### src/rtl/bsg_down_ch_sched_if.sv
// Bundle between the downstream channel FIFO read ports and the core-side output register.
// Latency: none (wires only).
// Backpressure: the core stalls the held word by withholding core_yumi_i; channels are dequeued only via ch_yumi_o.
//
// Signals:
//   ch_valid_i   NUM_CH     channel i FIFO non-empty
//   ch_data_i    NUM_CH*DW  channel i head word at [i*DW +: DW]
//   ch_yumi_o    NUM_CH     one-hot dequeue pulse back to the channel FIFOs
//   core_valid_o 1          output register holds a word
//   core_data_o  DW         held word
//   core_ch_o    CW         source channel of the held word
//   core_yumi_i  1          core consumes the held word this cycle
// Modports: master = scheduler side, slave = FIFOs/core side.
interface bsg_down_ch_sched_if #(
  parameter int NUM_CH = 4,
  parameter int DW     = 16
);
  localparam int CW = (NUM_CH > 1) ? $clog2(NUM_CH) : 1;

  logic [NUM_CH-1:0]    ch_valid_i;
  logic [NUM_CH*DW-1:0] ch_data_i;
  logic [NUM_CH-1:0]    ch_yumi_o;
  logic                 core_valid_o;
  logic [DW-1:0]        core_data_o;
  logic [CW-1:0]        core_ch_o;
  logic                 core_yumi_i;

  modport master (
    input  ch_valid_i,
    input  ch_data_i,
    input  core_yumi_i,
    output ch_yumi_o,
    output core_valid_o,
    output core_data_o,
    output core_ch_o
  );

  modport slave (
    output ch_valid_i,
    output ch_data_i,
    output core_yumi_i,
    input  ch_yumi_o,
    input  core_valid_o,
    input  core_data_o,
    input  core_ch_o
  );
endinterface

### src/rtl/bsg_down_ch_sched.sv
// Round-robin drain of NUM_CH downstream channel FIFOs into one registered core-side word.
// Latency: ch_yumi_o combinational in the grant cycle, word visible on core_valid_o one cycle later.
// Backpressure: a held word without core_yumi_i blocks all grants; yumi+grant passes through at 1 word/cycle.
//
// Ports:
//   clk, rst     single clock, synchronous active-high reset
//   enable_i     permits new grants
//   ch_mask_i    bit i high removes channel i from arbitration
//   bus          channel/core handshake bundle (master modport)
//   token_o      one-cycle credit pulse per channel, every TOK_DEC dequeues
//   busy_o       held word present or any unmasked channel non-empty
// The interface instance must be built with the same NUM_CH/DW as this module.
module bsg_down_ch_sched #(
  parameter int NUM_CH  = 4,
  parameter int DW      = 16,
  parameter int TOK_DEC = 4
) (
  input  logic                clk,
  input  logic                rst,
  input  logic                enable_i,
  input  logic [NUM_CH-1:0]   ch_mask_i,
  bsg_down_ch_sched_if.master bus,
  output logic [NUM_CH-1:0]   token_o,
  output logic                busy_o
);

  localparam int CW = $clog2(NUM_CH);
  localparam int TW = $clog2(TOK_DEC);

  // Arbitration state and results
  logic [CW-1:0]           rr_ptr;
  logic [NUM_CH-1:0]       eligible;
  logic                    found;
  logic [CW-1:0]           gnt_idx;
  logic [CW-1:0]           gnt_idx_inc;
  logic                    slot_free;
  logic                    grant;
  logic [NUM_CH-1:0]       yumi;
  logic [DW-1:0]           gnt_data;

  // Output register
  logic                    core_valid_q;
  logic [DW-1:0]           core_data_q;
  logic [CW-1:0]           core_ch_q;

  // Credit return
  logic [NUM_CH-1:0][TW-1:0] tok_cnt;
  logic [NUM_CH-1:0]         token_q;

  assign eligible = bus.ch_valid_i & ~ch_mask_i;

  // First eligible channel at or after rr_ptr, wrapping. The modulo keeps
  // the scan correct for channel counts that are not a power of two.
  always_comb begin
    logic [CW-1:0] cand;
    found   = 1'b0;
    gnt_idx = '0;
    cand    = '0;
    for (int off = 0; off < NUM_CH; off++) begin
      cand = CW'((int'(rr_ptr) + off) % NUM_CH);
      if (!found && eligible[cand]) begin
        found   = 1'b1;
        gnt_idx = cand;
      end
    end
  end

  // The slot is also free when the core drains the held word this very
  // cycle, which is what allows back-to-back words at full rate.
  assign slot_free = !core_valid_q || bus.core_yumi_i;

  // Grants are suppressed during reset so no FIFO is popped while the
  // output register is being cleared.
  assign grant = slot_free && enable_i && found && !rst;

  always_comb begin
    yumi = '0;
    if (grant) begin
      yumi[gnt_idx] = 1'b1;
    end
  end

  assign bus.ch_yumi_o = yumi;

  // Head-word mux for the granted channel
  always_comb begin
    gnt_data = '0;
    for (int i = 0; i < NUM_CH; i++) begin
      if (gnt_idx == CW'(i)) begin
        gnt_data = bus.ch_data_i[i*DW +: DW];
      end
    end
  end

  assign gnt_idx_inc = (gnt_idx == CW'(NUM_CH - 1)) ? '0 : gnt_idx + 1'b1;

  // Output register and round-robin pointer
  always_ff @(posedge clk) begin
    if (rst) begin
      core_valid_q <= 1'b0;
      core_data_q  <= '0;
      core_ch_q    <= '0;
      rr_ptr       <= '0;
    end else begin
      if (grant) begin
        core_valid_q <= 1'b1;
        core_data_q  <= gnt_data;
        core_ch_q    <= gnt_idx;
        rr_ptr       <= gnt_idx_inc;
      end else if (core_valid_q && bus.core_yumi_i) begin
        // Drained with nothing to replace it; data/channel keep their
        // last values but are qualified off by core_valid.
        core_valid_q <= 1'b0;
      end
    end
  end

  // Per-channel dequeue counters. TOK_DEC is a power of two, so the natural
  // wrap of a TW-bit counter returns it to zero after TOK_DEC-1.
  always_ff @(posedge clk) begin
    if (rst) begin
      tok_cnt <= '0;
      token_q <= '0;
    end else begin
      for (int i = 0; i < NUM_CH; i++) begin
        token_q[i] <= yumi[i] && (tok_cnt[i] == TW'(TOK_DEC - 1));
        if (yumi[i]) begin
          tok_cnt[i] <= tok_cnt[i] + 1'b1;
        end
      end
    end
  end

  assign bus.core_valid_o = core_valid_q;
  assign bus.core_data_o  = core_data_q;
  assign bus.core_ch_o    = core_ch_q;
  assign token_o          = token_q;
  assign busy_o           = core_valid_q || (|eligible);

  // Dequeue pulses are at most one-hot and only for channels that can be granted
  ap_yumi_onehot : assert property (@(posedge clk) disable iff (rst)
    $onehot0(yumi));
  ap_yumi_eligible : assert property (@(posedge clk) disable iff (rst)
    (yumi & ~eligible) == '0);
  // A stalled word stays put
  ap_hold_stable : assert property (@(posedge clk) disable iff (rst)
    (core_valid_q && !bus.core_yumi_i) |=>
      (core_valid_q && $stable(core_data_q) && $stable(core_ch_q)));

endmodule

### src/flat_wrapper.sv
// flat-port wrapper written by rule: the top's interface ports become plain ports
module bsg_down_ch_sched_flat 
#(
  parameter int NUM_CH  = 4,
  parameter int DW      = 16,
  parameter int TOK_DEC = 4
)
  (clk, rst, enable_i, ch_mask_i, token_o, busy_o, bus_ch_valid_i, bus_ch_data_i, bus_core_yumi_i, bus_ch_yumi_o, bus_core_valid_o, bus_core_data_o, bus_core_ch_o);
  bsg_down_ch_sched_if #(.NUM_CH(NUM_CH), .DW(DW)) bus_i ();
  input  logic clk;
  input  logic rst;
  input  logic enable_i;
  input  logic [NUM_CH-1:0] ch_mask_i;
  output logic [NUM_CH-1:0] token_o;
  output logic busy_o;
  input wire logic [$bits(bus_i.ch_valid_i)-1:0] bus_ch_valid_i;
  input wire logic [$bits(bus_i.ch_data_i)-1:0] bus_ch_data_i;
  input wire logic [$bits(bus_i.core_yumi_i)-1:0] bus_core_yumi_i;
  output wire logic [$bits(bus_i.ch_yumi_o)-1:0] bus_ch_yumi_o;
  output wire logic [$bits(bus_i.core_valid_o)-1:0] bus_core_valid_o;
  output wire logic [$bits(bus_i.core_data_o)-1:0] bus_core_data_o;
  output wire logic [$bits(bus_i.core_ch_o)-1:0] bus_core_ch_o;
  assign bus_i.ch_valid_i = bus_ch_valid_i;
  assign bus_i.ch_data_i = bus_ch_data_i;
  assign bus_i.core_yumi_i = bus_core_yumi_i;
  assign bus_ch_yumi_o = bus_i.ch_yumi_o;
  assign bus_core_valid_o = bus_i.core_valid_o;
  assign bus_core_data_o = bus_i.core_data_o;
  assign bus_core_ch_o = bus_i.core_ch_o;
  bsg_down_ch_sched #(.NUM_CH(NUM_CH), .DW(DW), .TOK_DEC(TOK_DEC)) u_core (.clk(clk), .rst(rst), .enable_i(enable_i), .ch_mask_i(ch_mask_i), .bus(bus_i), .token_o(token_o), .busy_o(busy_o));
endmodule
### config.mk
export PLATFORM = sky130hd
export DESIGN_NAME = bsg_down_ch_sched_flat
export DESIGN_NICKNAME = d
export VERILOG_FILES = /design/src/rtl/bsg_down_ch_sched_if.sv /design/src/rtl/bsg_down_ch_sched.sv /design/src/flat_wrapper.sv
export SDC_FILE = /design/constraint.sdc
export NUM_CORES = 1
export LEC_CHECK = 0
export CORE_ASPECT_RATIO = 1.1
export CORE_MARGIN = 5
export CORE_UTILIZATION = 35
export CTS_BUF_LIST = sky130_fd_sc_hd__clkbuf_4
export CTS_CLUSTER_SIZE = 12
export DETAILED_ROUTE_END_ITERATION = 10
export GPL_TIMING_DRIVEN = 0
export PLACE_DENSITY_LB_ADDON = 0.2
export REMOVE_ABC_BUFFERS = 1
export SYNTH_ARGS = -nofsm -noshare
export SYNTH_HDL_FRONTEND = slang
export SYNTH_SLANG_ARGS = --single-unit
### constraint.sdc
create_clock -name clk -period 2.3 [get_ports clk]
set_clock_uncertainty 0.05 [all_clocks]
set_input_delay 0.345 -clock clk [delete_from_list [all_inputs] [get_ports clk]]
set_output_delay 0.345 -clock clk [all_outputs]
set_load 0.01 [all_outputs]
==> metrics.txt <==
Initial Util 35.46%; minimum period implied by the final worst setup slack 2.293 ns; number of synthesized flops with an enable pin 0; gate count after technology mapping 209; share of total power in combinational logic 40.8%; power per cell area 465.8 nW/um^2; Crit Path Category input pin to flop; unrepaired setup endpoints after global routing yes; number of flip-flops and latches in the synthesized netlist 33; Syn Std Cell Area 1749 um^2; horizontal die dimension 77.41 um; Total Nets Final 411; number of H-tree levels 2; I/O Pins 104; layout cells sized above 1 23.85%; Peak supply drop 0.0003542 V; global-route wire length before repair 10.51 mm; FF-to-FF path depth 12; most used cells in the layout excluding fill and tap cells 90 x clkdlybuf4s50_1, 31 x dfxtp_1, 24 x nand2_1; r2r endpoint u_core.bus.core_data_o[6]$_SDFFE_PP0P_; max-cap violations 0; predominant post-synthesis flop cell dfxtp_1; internal reg-to-reg setup slack 0.007 ns; signed area change from the synthesized netlist to the final layout 88.70%; clock tree root driver cell clkbuf_4; crit end category flop; Clock Power Share 19.3%; Post-CTS Hold Fix Bufs 0; worst r2r src u_core.rr_ptr[1]$_SDFFE_PP0P_; average wire length per cell after detail routing 17.25 um; Total Die Area 6513 um^2; clk sink count 33; GRT Residual Overflow 0; Placement Rows 27; post-route ant nets 0; final setup fails 0; switching power summed over all nets 0.4631 mW; all-layer global routing usage 20.03%; first-iteration detailed-routing DRC count 64; number of antenna repair diodes 0; Post-Route WL 6.640 mm; post-CTS clock slew at the launch and capture registers of the worst setup and hold paths 0.09 ns; DRT Pass-1 Iters 4; endpoint of the most critical setup path u_core.bus.core_data_o[6]$_SDFFE_PP0P_; worst path arrival time 2.49 ns; maximum number of pins on one net before global-route repair 36; worst setup path startpoint ch_mask_i[0]; via count 2,029; height of the die 84.15 um; detailed placer's ending HPWL 4.142 mm; share of the cycle needed by the critical path after routing 99.69%; final total power 1.537 mW; relative max-transition margin 51.55%; initial antenna violation count 0; clock tree from TritonCTS done; Max Root-Sink Buffers 2; Max Clk Rate 436.1 MHz; via count normalized by instance count 5.270; Port-buffer cells 103; post-synthesis cell type count 34; Worst setup SP type input pin; Core Area 4932 um^2; run status finished clean; TritonCTS Buffers 5; total internal power 1.074 mW; routability-driven placement congestion ratio 0.7496; total of warnings raised by yosys 0; maximum net fanout on the critical path 6; transition at the pin with the smallest max-transition slack 0.7268 ns; final-layout setup total negative slack 0 ns; asr flop ratio synth 0%; register area share after synthesis 37.77%; leading cell type in the layout, fill and taps excluded clkdlybuf4s50_1; count of endpoints failing hold in the final timing report 0; Lkg Pwr 1.263 nW; switching power share of the total 30.12%; Mean Syn Cell Area 8.369 um^2; Skew-Pair Late Insertion Delay 0.32 ns; worst hold path class flop to flop; number of slew-limit violations in the final report 0; number of remaining DRC errors 0; proportion of power drawn by flip-flops and latches 39.9%; endpoint required time on the critical path 2.50 ns; Post-Route Hold Slack 0.4065 ns; via count of the first global-routing pass 2,086
power by group through the flow:
stage | Combinational [mW] | Sequential [mW] | Clock [mW]
floorplan | 0.183 | 0.633 | 0
global placement | 0.431 | 0.624 | 0
detailed placement | 0.438 | 0.626 | 0
CTS | 0.616 | 0.614 | 0.307
global route | 0.671 | 0.617 | 0.331
finish | 0.628 | 0.614 | 0.296
critical path: stages:
cell,delay [ns]
dlygate4sd2_1,0.26
nand2b_4,0.16
o21a_1,0.16
o22a_2,0.22
buf_6,0.14
inv_6,0.06
ha_4,0.16
nor2b_4,0.19
buf_12,0.12
buf_12,0.11
a221oi_2,0.06
or3_1,0.35
a21oi_2,0.14
sequential cells by signal, summed over array words and instances (netlist names):
| register | count |
|---|---|
| u_core.bus.core_ch_o | 2 |
| u_core.bus.core_data_o | 16 |
| u_core.bus.core_valid_o | 1 |
| u_core.rr_ptr | 2 |
| u_core.tok_cnt | 8 |
| u_core.token_o | 4 |
layout make-up:
| class | count | area [um^2] |
|---|---|---|
| Fill cell | 429 | 1632 |
| Tap cell | 58 | 72.57 |
| Sequential cell | 33 | 665.6 |
| Timing Repair Buffer | 125 | 1237 |
| Multi-Input combinational cell | 154 | 1231 |
| Inverter | 8 | 45.04 |
| Clock buffer | 6 | 45.04 |
| Clock inverter | 1 | 3.754 |
kinds of logic after synthesis:
group	share of synthesized area [%]
compound gates	23.25
xor+xnor	2.003
fa+ha+maj	5.723
buf+inv	6.366
flops	37.77
simple gates	24.89
routing by layer:
layer  GRT usage (%)  share of wire [%]  vias up
met5               0                  0        -
met4           3.750               0.72        0
met3           7.725                8.7        5
met2           34.00                 48       85
met1           24.14                 42      936
li1                -                  -     1003
synthesized netlist by cell type, drive strengths merged, types with 2 or more instances:
master | count | share of area [%]
and3 | 5 | 1.8
nor2 | 9 | 1.9
ha | 8 | 5.7
nand2b | 4 | 1.4
o21ai | 3 | 0.86
clkbuf | 6 | 1.4
nand3b | 2 | 0.86
dfxtp | 33 | 38
nor2b | 3 | 1.5
inv | 7 | 1.5
or3 | 15 | 5.4
nand3 | 9 | 2.6
xor2 | 4 | 2.0
or2 | 2 | 0.72
o22ai | 15 | 5.4
a21oi | 23 | 6.6
nand2 | 26 | 6.2
buf | 9 | 3.3
nor3b | 2 | 1.5
a221oi | 16 | 8.0
worst min path at each step:
stage / startpoint / endpoint / cells past startpoint
global placement: u_core.bus.core_data_o[15]$_SDFFE_PP0P_ / u_core.bus.core_data_o[15]$_SDFFE_PP0P_ / 2
finish: u_core.bus.core_data_o[14]$_SDFFE_PP0P_ / u_core.bus.core_data_o[14]$_SDFFE_PP0P_ / 2
CTS: u_core.bus.core_data_o[3]$_SDFFE_PP0P_ / u_core.bus.core_data_o[3]$_SDFFE_PP0P_ / 2
detailed placement: u_core.bus.core_data_o[1]$_SDFFE_PP0P_ / u_core.bus.core_data_o[1]$_SDFFE_PP0P_ / 2
global route: u_core.bus.core_data_o[14]$_SDFFE_PP0P_ / u_core.bus.core_data_o[14]$_SDFFE_PP0P_ / 2
floorplan: rst / u_core.bus.core_ch_o[1]$_SDFFE_PP0P_ / 1
stage by stage:
step	area, um^2	setup WS [ns]	utilization (%)	instances
2_1_floorplan	1668	-0.4469	-	194
3_3_place_gp	2771	-1.771	56.19	355
3_5_place_dp	2771	-1.866	56.19	355
4_1_cts	3243	0.0007025	65.75	382
5_1_grt	3301	-0.07369	66.92	385
6_report	3301	0.007169	66.92	385
what timing repair did:
item | CTS | global route
endpoints found under the setup margin | 35 | 20
gates cloned | 2 | 0
pin swaps | 37 | 17
gates resized for setup | 82 | 16
setup buffers | 18 | 4
Power figures use the tool's default switching activity.
